--- config.mk ---
export PLATFORM = sky130hd
export DESIGN_NAME = decoder_scan_ctrl
export DESIGN_NICKNAME = d
export VERILOG_FILES = /design/src/rtl/decoder_scan_ctrl_pkg.sv /design/src/rtl/decoder_scan_ctrl_prescaler.sv /design/src/rtl/decoder_scan_ctrl.sv
export SDC_FILE = /design/constraint.sdc
export NUM_CORES = 1
export LEC_CHECK = 0
export ABC_AREA = 1
export BUFFER_PORTS_ARGS = -buffer_cell sky130_fd_sc_hd__buf_2
export CAP_MARGIN = 30
export CORE_ASPECT_RATIO = 1.4
export CORE_MARGIN = 2
export CORE_UTILIZATION = 59
export DETAILED_ROUTE_END_ITERATION = 8
export PLACE_DENSITY = 0.91
export SYNTH_ARGS = -nofsm -noshare
export SYNTH_HDL_FRONTEND = slang
export SYNTH_SLANG_ARGS = --single-unit
--- constraint.sdc ---
create_clock -name clk -period 3.4 [get_ports clk]
set_input_delay 0.51 -clock clk [delete_from_list [all_inputs] [get_ports clk]]
set_output_delay 0.51 -clock clk [all_outputs]
set_load 0.005 [all_outputs]
--- src/rtl/decoder_scan_ctrl_pkg.sv ---
// Shared types and constants for the 2-bit decoder scan-code generator.
// The BLANK state is only reached when SCAN_BLANK_EN is defined.
package scan_pkg;

    typedef enum logic [1:0] {
        ST_IDLE  = 2'd0,
        ST_RUN   = 2'd1,
        ST_BLANK = 2'd2
    } scan_state_e;

    localparam int CODE_W = 2;

    localparam logic [CODE_W-1:0] CODE_UP_LAST = 2'd3;
    localparam logic [CODE_W-1:0] CODE_DN_LAST = 2'd0;

    // Modulo-4 step; wraps naturally through the 2-bit width.
    function automatic logic [CODE_W-1:0] code_step(input logic [CODE_W-1:0] code,
                                                     input logic             down);
        logic [CODE_W-1:0] w_next;
        if (down) begin
            w_next = code - 2'd1;
        end else begin
            w_next = code + 2'd1;
        end
        return w_next;
    endfunction

endpackage

--- src/rtl/decoder_scan_ctrl_prescaler.sv ---
// Dwell prescaler: counts 0..div while enabled and flags the terminal count.
// The tick is a same-cycle decode so the FSM can step on the last dwell cycle.
module scan_prescaler #(
    parameter int DIV_W = 8
) (
    input  logic             clk,
    input  logic             rst_n,
    input  logic             clr,
    input  logic             en,
    input  logic [DIV_W-1:0] div,
    output logic             tick
);

    logic [DIV_W-1:0] r_cnt;

    assign tick = en && (r_cnt == div);

    // Prescale counter; clears on terminal count so it never exceeds div.
    always_ff @(posedge clk or negedge rst_n) begin
        if (!rst_n) begin
            r_cnt <= '0;
        end else if (clr) begin
            r_cnt <= '0;
        end else if (tick) begin
            r_cnt <= '0;
        end else if (en) begin
            r_cnt <= r_cnt + DIV_W'(1);
        end else begin
            r_cnt <= r_cnt;
        end
    end

endmodule

--- src/rtl/decoder_scan_ctrl.sv ---
// Scan-code generator driving the 2-to-4 decoder select pair y1/y2.
// Optional feature macro: SCAN_BLANK_EN inserts a one-cycle blank after every code step.
module decoder_scan_ctrl
    import scan_pkg::*;
#(
    parameter int DIV_W = 8
) (
    input  logic             clk,
    input  logic             rst_n,
    input  logic             start,
    input  logic             stop,
    input  logic             dir,
    input  logic             single,
    input  logic [DIV_W-1:0] div,
    output logic             y1,
    output logic             y2,
    output logic             code_valid,
    output logic             wrap,
    output logic             busy
);

    scan_state_e       r_state;
    scan_state_e       w_state_nxt;
    logic [CODE_W-1:0] r_code;
    logic [CODE_W-1:0] w_code_nxt;
    logic              r_valid;
    logic              w_valid_nxt;
    logic              r_wrap;
    logic              w_wrap_nxt;
    logic              r_busy;
    logic              r_dir;
    logic              r_single;
    logic [DIV_W-1:0]  r_div;
    logic              w_latch;
    logic              w_clr;
    logic              w_tick;
    logic              w_run;
    logic [CODE_W-1:0] w_last;

    assign w_run  = (r_state == ST_RUN);
    assign w_last = r_dir ? CODE_DN_LAST : CODE_UP_LAST;

    scan_prescaler #(
        .DIV_W (DIV_W)
    ) u_prescaler (
        .clk   (clk),
        .rst_n (rst_n),
        .clr   (w_clr),
        .en    (w_run),
        .div   (r_div),
        .tick  (w_tick)
    );

    // Next-state and next-output decode; stop overrides start and tick.
    always_comb begin
        w_state_nxt = r_state;
        w_code_nxt  = r_code;
        w_valid_nxt = r_valid;
        w_wrap_nxt  = 1'b0;
        w_latch     = 1'b0;
        w_clr       = 1'b0;
        if (stop) begin
            w_state_nxt = ST_IDLE;
            w_valid_nxt = 1'b0;
            w_clr       = 1'b1;
        end else begin
            case (r_state)
                ST_IDLE: begin
                    if (start) begin
                        w_latch     = 1'b1;
                        w_clr       = 1'b1;
                        w_code_nxt  = dir ? CODE_UP_LAST : CODE_DN_LAST;
                        w_valid_nxt = 1'b1;
                        w_state_nxt = ST_RUN;
                    end else begin
                        w_state_nxt = ST_IDLE;
                    end
                end
                ST_RUN: begin
                    if (w_tick && r_single && (r_code == w_last)) begin
                        w_state_nxt = ST_IDLE;
                        w_valid_nxt = 1'b0;
                    end else if (w_tick) begin
                        w_code_nxt = code_step(r_code, r_dir);
                        w_wrap_nxt = (r_code == w_last);
`ifdef SCAN_BLANK_EN
                        w_state_nxt = ST_BLANK;
                        w_valid_nxt = 1'b0;
`else
                        w_state_nxt = ST_RUN;
`endif
                    end else begin
                        w_state_nxt = ST_RUN;
                    end
                end
`ifdef SCAN_BLANK_EN
                ST_BLANK: begin
                    w_state_nxt = ST_RUN;
                    w_valid_nxt = 1'b1;
                end
`endif
                default: begin
                    w_state_nxt = ST_IDLE;
                    w_valid_nxt = 1'b0;
                end
            endcase
        end
    end

    // State, code and output registers.
    always_ff @(posedge clk or negedge rst_n) begin
        if (!rst_n) begin
            r_state <= ST_IDLE;
            r_code  <= 2'b00;
            r_valid <= 1'b0;
            r_wrap  <= 1'b0;
            r_busy  <= 1'b0;
        end else begin
            r_state <= w_state_nxt;
            r_code  <= w_code_nxt;
            r_valid <= w_valid_nxt;
            r_wrap  <= w_wrap_nxt;
            r_busy  <= (w_state_nxt != ST_IDLE);
        end
    end

    // Scan parameters captured at start; live input changes are ignored mid-scan.
    always_ff @(posedge clk or negedge rst_n) begin
        if (!rst_n) begin
            r_dir    <= 1'b0;
            r_single <= 1'b0;
            r_div    <= '0;
        end else if (w_latch) begin
            r_dir    <= dir;
            r_single <= single;
            r_div    <= div;
        end else begin
            r_dir    <= r_dir;
            r_single <= r_single;
            r_div    <= r_div;
        end
    end

    assign y1         = r_code[1];
    assign y2         = r_code[0];
    assign code_valid = r_valid;
    assign wrap       = r_wrap;
    assign busy       = r_busy;

endmodule
==> qor.yml, run 1 <==
yosys:
  synth-simple-area-share: 0.319
  synth_edf_count: 0
  synth.area.top_cells: "dfrtp_1 46%, nand2_1 13%, nor2_1 6.0%"
  synthFlopType: "dfrtp_1"
  synth-warning-count: 0
  async_flop_share: 1.00
  syn_nets: 176
  synth_mux_area_frac: 0.0179
  ys_seq_elements: 23
  synth_most_common_cell: "nand2_1"
  synth_cell_types: 26
  syn-cell-area_um2: 1260
  synth_top_area_cell: "dfrtp_1"
  avgSynthCellArea_um2: 7.82
  synthTopCellsByCount: "44 x nand2_1, 23 x dfrtp_1, 20 x nor2_1"
  synth_xor_area_frac: 0.0209
  synth.top_cell.area_share: 0.457
  synthCells: 161
  synth_top_family_by_area: "simple AND/OR/NAND/NOR gates"
  synth-compound-area-share: 0.102
  synthAdderAreaFrac: 0.00994
  ys_seq_area_frac: 0.457
pwr:
  leakagePower_uw: 0.000733
  powerDensity_nw_per_um2: 413
  vdd_drop_max_uv: 390
timing:
  relSlewSlack: 0.671
  hold_viol: 0
  rsz0062_at_grt: "no"
  tightest_slew_ns: 0.494
  min_period_ns: 1.64
  setup_viol: 0
  finalSetupTns_ns: 0
  fin_skew_ns: 0.00372
  timing.final.crit_share: 0.482
  max_freq_ghz: 0.610
  drv_slew: 0
critical_path:
  worst-path-buf-inv: 1
  worst-path-stages: 3
  cp_data_required_time_ns: 3.62
  worstSetupPathType: "reg -> reg"
  critPathMaxFanout: 19
  reg2reg_from: "busy"
  ff2ff_setup_slack_ns: 1.76
  reg2reg_depth: 3
  crit_family: "flip-flops"
  worstReg2RegEnd: "r_single"
  start_kind: "flop"
  cp.arrival_ns: 1.86
  crit_path_max_incr_delay_ns: 0.61
  crit_chain: "inv_1 > nand3b_2 > mux2_2"
  cp-end-kind: "flop"
  slowest_stage: "dfrtp_1"
placement:
  io_buffers: 18
  dp_hpwl_um: 1990
  finalWeightedCongestion: 0.813
cts:
  cts_tree: "built"
  cts_buffers: 3
  hold_buffers: 0
  cts.path.max_buffers: 2
  root_buffer: "clkbuf_4"
  post_cts_resized: 0
  cts.sinks: 23
  post_cts_buffers: 0
  path_clk_slew_ns: 0.12
  clk_latency_ns: 0.32
  htreeDepth: 1
global_routing:
  grt_max_degree: 24
  antenna_found_initial: 0
  grt_pass1_vias: 1143
  gr-total-overflow: 0
  grt_pass1_wl_um: 4510
  grtUsageTotal: 0.232
min_path:
  hp-class: "in -> async"
drt:
  ant_nets: 0
  routed_wl_um: 2580
  dr.pass1.iters: 4
  vias_per_cell: 5.45
  wl_per_cell_um: 12.8
  via_count: 1101
  drc: 0
  first_iter_violations: 35
finish:
  nets: 197
  areaGrowthSynthToFinish_pct: 10.3
  fin_util: 0.695
  drive_above_1_share: 0.227
  antenna_cells: 0
floorplan:
  core-area_um2: 2000
  fp.dieW_um: 43.0
  dieArea_um2: 2520
  fp-row-count: 19
  io_pins: 19
  start_util: 0.630
  chipHeight_um: 58.7
flow_run:
  drv_cap: 0
status:
  status: "completed"
[cells by family after synthesis]
logic type	Yosys count
adders and majority gates	1
and+or+nand+nor	87
xor gates and xnor gates	3
DFF	23
AOI/OAI and AO/OA	22
buffers and inverters	23
muxes	2
[area by class of cell]
type | count | area (um2)
Inverter | 21 | 78.8
Clock buffer | 4 | 26.3
Tap cell | 21 | 26.3
Sequential cell | 23 | 576
Timing Repair Buffer | 18 | 90.1
Multi-Input combinational cell | 115 | 592
Fill cell | 161 | 608
[metal layers]
| metal | wire length (um) | track usage | up-vias |
|---|---|---|---|
| li1 | - | - | 546 |
| met1 | 1000 | 0.256 | 507 |
| met2 | 1390 | 0.437 | 39 |
| met3 | 118 | 0.0276 | 9 |
| met4 | 63 | 0.108 | 0 |
| met5 | 0 | 0 | - |
[power breakdown]
group | leakage, uW | switching [uW] | internal [uW]
Sequential | 0.000285 | 23.4 | 301
Clock | 0.0000150 | 83.8 | 46.0
Combinational | 0.000433 | 72.4 | 46.3
[worst max-delay path by stage]
| stage | slack (ns) | from | to |
|---|---|---|---|
| 3_3_place_gp | 1.83 | stop | r_div[1] |
| 5_1_grt | 1.66 | busy | u_prescaler.r_cnt[3] |
| 4_1_cts | 1.77 | busy | r_single |
| 2_1_floorplan | 2.12 | busy | r_div[6] |
| 3_5_place_dp | 1.78 | stop | r_single |
| 6_report | 1.76 | busy | r_single |
[cells in the final DEF (no fill, tap or decap)]
| cell type | count |
|---|---|
| inv_2 | 4 |
| xor2_1 | 3 |
| nand3b_2 | 1 |
| clkbuf_1 | 1 |
| ha_1 | 1 |
| or2_2 | 1 |
| nand2_1 | 44 |
| nand4_1 | 3 |
| nor2_2 | 4 |
| mux2_2 | 2 |
| nand4_4 | 1 |
| nor2_1 | 20 |
| dfrtp_1 | 23 |
| buf_2 | 18 |
| clkbuf_4 | 3 |
| nand3_2 | 1 |
| a21oi_1 | 11 |
| nand2_2 | 2 |
| nor3_1 | 1 |
| o21ai_4 | 1 |
| o21ai_0 | 3 |
| nor2_4 | 1 |
| a21oi_2 | 1 |
| o21ai_2 | 1 |
| inv_1 | 17 |
| nand3_1 | 8 |
| o21ai_1 | 5 |
[metrics by stage]
step	instance area [um2]	setup WS (ns)	total power (uW)	hold slack [ns]	cells
3_5_place_dp	1360	1.78	449	0.506	198
6_report	1390	1.76	573	0.132	202
5_1_grt	1390	1.66	601	0.176	202
3_3_place_gp	1360	1.83	440	0.489	198
4_1_cts	1390	1.77	571	0.168	202
2_1_floorplan	1260	2.12	408	0.214	161
[worst reg2reg max path: stages (launching register included)]
cell	delay, ns
dfrtp_1	0.61
inv_1	0.18
nand3b_2	0.37
mux2_2	0.39
[sequential cells by signal, indices dropped and copies added, names as in the netlist]
name,count
r_div,8
r_code,2
busy,1
code_valid,1
r_dir,1
r_single,1
u_prescaler.r_cnt,8
wrap,1
Note: power is estimated with default switching activity, not from simulation.
==> inputs of run 2 (changes only) <==
--- a/config.mk
+++ b/config.mk
@@ -10,9 +10,9 @@
 export CAP_MARGIN = 30
 export CORE_ASPECT_RATIO = 1.4
 export CORE_MARGIN = 2
-export CORE_UTILIZATION = 59
+export CORE_UTILIZATION = 50
 export DETAILED_ROUTE_END_ITERATION = 8
-export PLACE_DENSITY = 0.91
+export PLACE_DENSITY = 0.83
 export SYNTH_ARGS = -nofsm -noshare
 export SYNTH_HDL_FRONTEND = slang
 export SYNTH_SLANG_ARGS = --single-unit
==> constraint.sdc (replaced) <==
create_clock -name clk -period 1.5 [get_ports clk]
set_input_delay 0.225 -clock clk [delete_from_list [all_inputs] [get_ports clk]]
set_output_delay 0.225 -clock clk [all_outputs]
set_load 0.005 [all_outputs]
==> qor.yml, run 2 (same netlist as run 1, synthesis figures left out) <==
finish:
  areaGrowthSynthToFinish_pct: 15.5
  seqCellArea_um2: 578  # +0.43%
  fill_cells: 202  # +25%
  multi_input_area_um2: 606  # +2.3%
  drive_above_1_share: 0.276  # +0.0492
  most-common-layout-cells: "44 x nand2_1, 21 x dfrtp_1, 18 x nor2_1, 18 x buf_2, 15 x inv_1"
  antenna_cells: 0  # unchanged
  final_common_cell: "nand2_1"
  reg_top3: "r_div x8, u_prescaler.r_cnt x8, r_code x2"
  layout.cells.non_filler: 219  # +8.4%
  nets: 201  # +2.0%
  fin_util: 0.608  # -0.0874
timing:
  hold_slack_ns: 0.126  # -0.00519 ns
  drv_slew: 0  # unchanged
  rsz0062_at_grt: "yes"
  tightest_slew_ns: 0.508  # +0.0135 ns
  fin_skew_ns: 0.00269  # -0.00103 ns
  hold_viol: 0  # unchanged
  relSlewSlack: 0.662  # -0.00900
  timing.final.crit_share: 0.948  # +0.465
  min_period_ns: 1.42  # -0.219 ns
  setup_viol: 0  # unchanged
  max_freq_ghz: 0.704  # +15%
  fin_ws_ns: 0.0785  # -1.68 ns
min_path:
  hp-class: "in -> reg"
placement:
  dp_hpwl_um: 2030  # +2.1%
  post-place-cells: 213  # +7.6%
  io_buffers: 18  # unchanged
  preCtsSetupSlack_ns: 0.0350  # -1.74 ns
  finalWeightedCongestion: 0.788  # -3.1%
cts:
  cts.sinks: 23  # unchanged
  root_buffer: "clkbuf_4"
  cts.path.max_buffers: 2  # unchanged
  cts_buffers: 3  # unchanged
  cts_tree: "built"
  clk_latency_ns: 0.32  # about the same
  htreeDepth: 1  # unchanged
  path_clk_slew_ns: 0.12  # about the same
pwr:
  leakagePower_uw: 0.000751  # +2.5%
  vdd_drop_max_uv: 800  # +110%
  total_power_uw: 1310  # +130%
  powerDensity_nw_per_um2: 904  # +120%
floorplan:
  chipHeight_um: 63.4  # +8.0%
  fp-row-count: 21  # +2
  start_util: 0.526  # -0.104
  io_pins: 19  # unchanged
  dieArea_um2: 2940  # +16%
  core-area_um2: 2390  # +20%
  fp.dieW_um: 46.4  # +7.8%
critical_path:
  cp.arrival_ns: 1.64  # -0.22 ns
  worstSetupPathType: "reg -> reg"
  critPathMaxFanout: 6  # -13
  start_kind: "flop"
  cp-end-kind: "flop"
  cp_data_required_time_ns: 1.72  # -1.90 ns
global_routing:
  grt_pass1_vias: 1121  # -1.9%
  grtUsageTotal: 0.214  # -0.0189
  grt_max_degree: 24  # unchanged
  grt_pass1_wl_um: 4640  # +3.1%
  gr-total-overflow: 0  # unchanged
  use_met2: 0.365  # -0.0726
  gr-usage-met1: 0.263  # +0.00714
  grt-busiest-layer: "met2"
  grt_use_met3: 0.0258  # -0.00182
  antenna_found_initial: 0  # unchanged
drt:
  wl_per_cell_um: 12.0  # -6.2%
  via_count: 1119  # +1.6%
  first_iter_violations: 44  # +26%
  routed_wl_um: 2620  # +1.7%
  dr.pass1.iters: 4  # unchanged
  vias_per_cell: 5.11  # -6.3%
  ant_nets: 0  # unchanged
  drc: 0  # unchanged
flow_run:
  drv_cap: 0  # unchanged
status:
  status: "completed"
run 2: cell count changes in the layout (fill, tap and decap cells not counted):
cell / change
dlygate4sd3_1: +1
o21ai_1: -1
inv_2: +2
buf_4: +3
o21ai_2: +1
nor2_1: -2
nor2_2: +1
dfrtp_1: -2
dfrtp_2: +2
inv_1: -2
nor2_4: +1
run 2: final timing paths:
kind                                 startpoint              endpoint  slack (ns)  cells after the start
max reg2reg                u_prescaler.r_cnt[3]  u_prescaler.r_cnt[4]        0.08                      9
min in group asynchronous                 rst_n              r_div[1]        0.38                      2
min reg2reg                           r_code[1]             r_code[1]        0.52                      2
max in group asynchronous                 rst_n  u_prescaler.r_cnt[4]        0.74                      2
min                                      single              r_single        0.13                      2
max                        u_prescaler.r_cnt[3]  u_prescaler.r_cnt[4]        0.08                      9
run 2: report_power, final:
| group | total [uW] | internal (uW) | switching, uW |
|---|---|---|---|
| Sequential | 731 | 683 | 48.4 |
| Clock | 294 | 104 | 190 |
| Combinational | 290 | 113 | 177 |
| Total | 1310 | 900 | 415 |
run 2: layout make-up:
cell class              count  share of cell area
clock buffers               4              0.0181
multi-input cells         115               0.417
repair buffers             22              0.0843
well taps                  34              0.0293
inverters                  21              0.0542
flip-flops and latches     23               0.398
run 2: worst max-delay path, cell delays in order (launching register included):
cell and delay (ns):
dfrtp_1 0.46, inv_2 0.06, nand2_1 0.06, nand2_1 0.05, nor2_2 0.11, nand2_2 0.10
o21ai_4 0.25, nor2_4 0.08, nand3_1 0.07, o21ai_1 0.06
run 2: through the flow:
stage                     instance area, um2  TNS, ns
final                                   1450        0
after global routing                    1450  -0.0459
after CTS                               1430        0
after detailed placement                1390        0
after global placement                  1390        0
after floorplan                         1260        0
run 2: timing repair:
| item | 4_1_cts | 5_1_grt |
|---|---|---|
| endpoints found under the setup margin | 0 | 11 |
| gates resized for setup | 0 | 8 |
| hold endpoints to repair | 23 | 0 |
| setup buffers | 0 | 1 |
| hold buffers | 1 | 0 |
run 2: layer usage:
layer | vias to the layer above | share of wire
met2 | 24 | 0.54
met1 | 529 | 0.42
met4 | 0 | 0.018
met3 | 5 | 0.024
met5 | - | 0
li1 | 561 | -
==> inputs of run 3 (changes only) <==
--- a/config.mk
+++ b/config.mk
@@ -12,7 +12,9 @@
 export CORE_MARGIN = 2
 export CORE_UTILIZATION = 50
 export DETAILED_ROUTE_END_ITERATION = 8
+export HOLD_SLACK_MARGIN = 0.03
 export PLACE_DENSITY = 0.83
+export SETUP_SLACK_MARGIN = 0.3
 export SYNTH_ARGS = -nofsm -noshare
 export SYNTH_HDL_FRONTEND = slang
 export SYNTH_SLANG_ARGS = --single-unit
==> qor.yml, run 3 (same netlist as run 1, synthesis figures left out) <==
cts:
  root_buffer: "clkbuf_4"
  clk_latency_ns: 0.30  # -0.02 ns
  cts.sinks: 23  # unchanged
  htreeDepth: 1  # unchanged
  cts_tree: "built"
  path_clk_slew_ns: 0.12  # about the same
  cts_buffers: 3  # unchanged
  cts.path.max_buffers: 2  # unchanged
pwr:
  powerDensity_nw_per_um2: 818  # -9.5%
  leakagePower_uw: 0.000851  # +13%
  vdd_drop_max_uv: 944  # +18%
finish:
  nets: 217  # +8.0%
  areaGrowthSynthToFinish_pct: 31.8
  reg_top3: "r_div x8, u_prescaler.r_cnt x8, r_code x2"
  drive_above_1_share: 0.403  # +0.127
  most-common-layout-cells: "41 x nand2_1, 22 x dfrtp_1, 18 x nor2_1, 18 x buf_2, 17 x buf_4"
  final_common_cell: "nand2_1"
  antenna_cells: 0  # unchanged
  post-route-cell-area_um2: 1660  # +14%
  fill_cells: 166  # -18%
global_routing:
  grt_pass1_vias: 1226  # +9.4%
  gr-total-overflow: 0  # unchanged
  grt_max_degree: 24  # unchanged
  grtUsageTotal: 0.232  # +0.0179
  grt_pass1_wl_um: 5180  # +12%
  antenna_found_initial: 0  # unchanged
timing:
  hold_viol: 0  # unchanged
  fin_skew_ns: 0.00328  # +0.000583 ns
  rsz0062_at_grt: "yes"
  hold_slack_ns: 0.145  # +0.0190 ns
  setup_viol: 0  # unchanged
  fin_ws_ns: 0.0237  # -0.0549 ns
  min_period_ns: 1.48  # +0.0549 ns
  timing.final.crit_share: 0.984  # +0.0366
  max_freq_ghz: 0.677  # -3.7%
  relSlewSlack: 0.653  # -0.00894
  drv_slew: 0  # unchanged
  tightest_slew_ns: 0.521  # +0.0134 ns
floorplan:
  start_util: 0.526  # unchanged
  dieArea_um2: 2940  # unchanged
  chipHeight_um: 63.4  # unchanged
  fp.dieW_um: 46.4  # unchanged
  fp-row-count: 21  # unchanged
  io_pins: 19  # unchanged
  core-area_um2: 2390  # unchanged
critical_path:
  worstSetupPathType: "reg -> reg"
  worst-path-buf-inv: 0  # -1
  crit_family: "simple AND/OR/NAND/NOR gates"
  critPathMaxFanout: 6  # unchanged
  cp_common_cell: "nand2_1"
  cp-end-kind: "flop"
  crit_chain: "nand2_1 > nand2_1 > nor2_1 > nand2_2 > o21ai_4 > nor2_4 > nand2_1 > o21ai_2"
  start_kind: "flop"
  slowest_stage: "dfrtp_1"
  cp.arrival_ns: 1.68  # +0.04 ns
  cp_data_required_time_ns: 1.71  # about the same
  crit_path_max_incr_delay_ns: 0.44  # -0.02 ns
drt:
  dr.pass1.iters: 4  # unchanged
  drc: 0  # unchanged
  wl_per_cell_um: 14.1  # +18%
  ant_nets: 0  # unchanged
  vias_per_cell: 5.39  # +5.4%
  routed_wl_um: 3320  # +27%
  first_iter_violations: 47  # +6.8%
  via_count: 1266  # +13%
placement:
  preCtsSetupSlack_ns: 0.0554  # +0.0204 ns
  io_buffers: 18  # unchanged
  dp_hpwl_um: 2050  # +0.93%
  postPlaceCellArea_um2: 1410  # +1.3%
  finalWeightedCongestion: 0.815  # +3.4%
status:
  status: "completed"
min_path:
  hp-class: "in -> reg"
flow_run:
  drv_cap: 0  # unchanged
## run 3: where the power goes
| part | internal, uW | switching [uW] | leakage [uW] |
|---|---|---|---|
| Combinational | 134 | 200 | 0.000553 |
| Sequential | 683 | 55.2 | 0.000284 |
| Clock | 104 | 182 | 0.0000150 |
## run 3: what timing repair did
action / CTS / global route
pin swaps: 16 / 16
buffers inserted: 11 / 6
hold buffers: 1 / 0
cloned: 0 / 1
setup endpoints to repair: 15 / 24
resized for setup: 11 / 9
hold endpoints to repair: 23 / 0
## run 3: cell type report
cell class / count / area (um2) / area share
multi-input combinational: 116 / 696 / 0.419
clock buffer: 4 / 26.3 / 0.0158
tap: 34 / 42.5 / 0.0256
sequential: 23 / 577 / 0.348
timing repair buffer: 37 / 239 / 0.144
inverter: 21 / 78.8 / 0.0475
## run 3: metrics by stage
step                std cells  TNS (ns)  power, uW   util
global route              235    -0.971       1430  0.694
floorplan                 161         0        943      -
global placement          212         0       1020  0.590
CTS                       228         0       1320  0.656
detailed placement        212         0       1040  0.590
finish                    235         0       1360  0.694
## run 3: path summary, 6_finish.rpt
| path | startpoint | end | slack, ns | depth (start not counted) |
|---|---|---|---|---|
| setup / recovery | u_prescaler.r_cnt[4] | u_prescaler.r_cnt[7] | 0.02 | 8 |
| hold / removal | single | r_single | 0.15 | 2 |
| setup reg to reg | u_prescaler.r_cnt[4] | u_prescaler.r_cnt[7] | 0.02 | 8 |
| hold reg to reg | r_code[1] | r_code[1] | 0.54 | 2 |
| max in group asynchronous | rst_n | u_prescaler.r_cnt[2] | 0.72 | 2 |
| min in group asynchronous | rst_n | r_dir | 0.40 | 2 |
## run 3: layer usage
layer / vias up / track usage / routed length, um / share of wire
li1: 590 / - / - / -
met1: 620 / 0.272 / 1240 / 0.37
met2: 45 / 0.425 / 1870 / 0.56
met3: 11 / 0.0229 / 126 / 0.038
met4: 0 / 0.0536 / 85 / 0.026
met5: - / 0 / 0 / 0
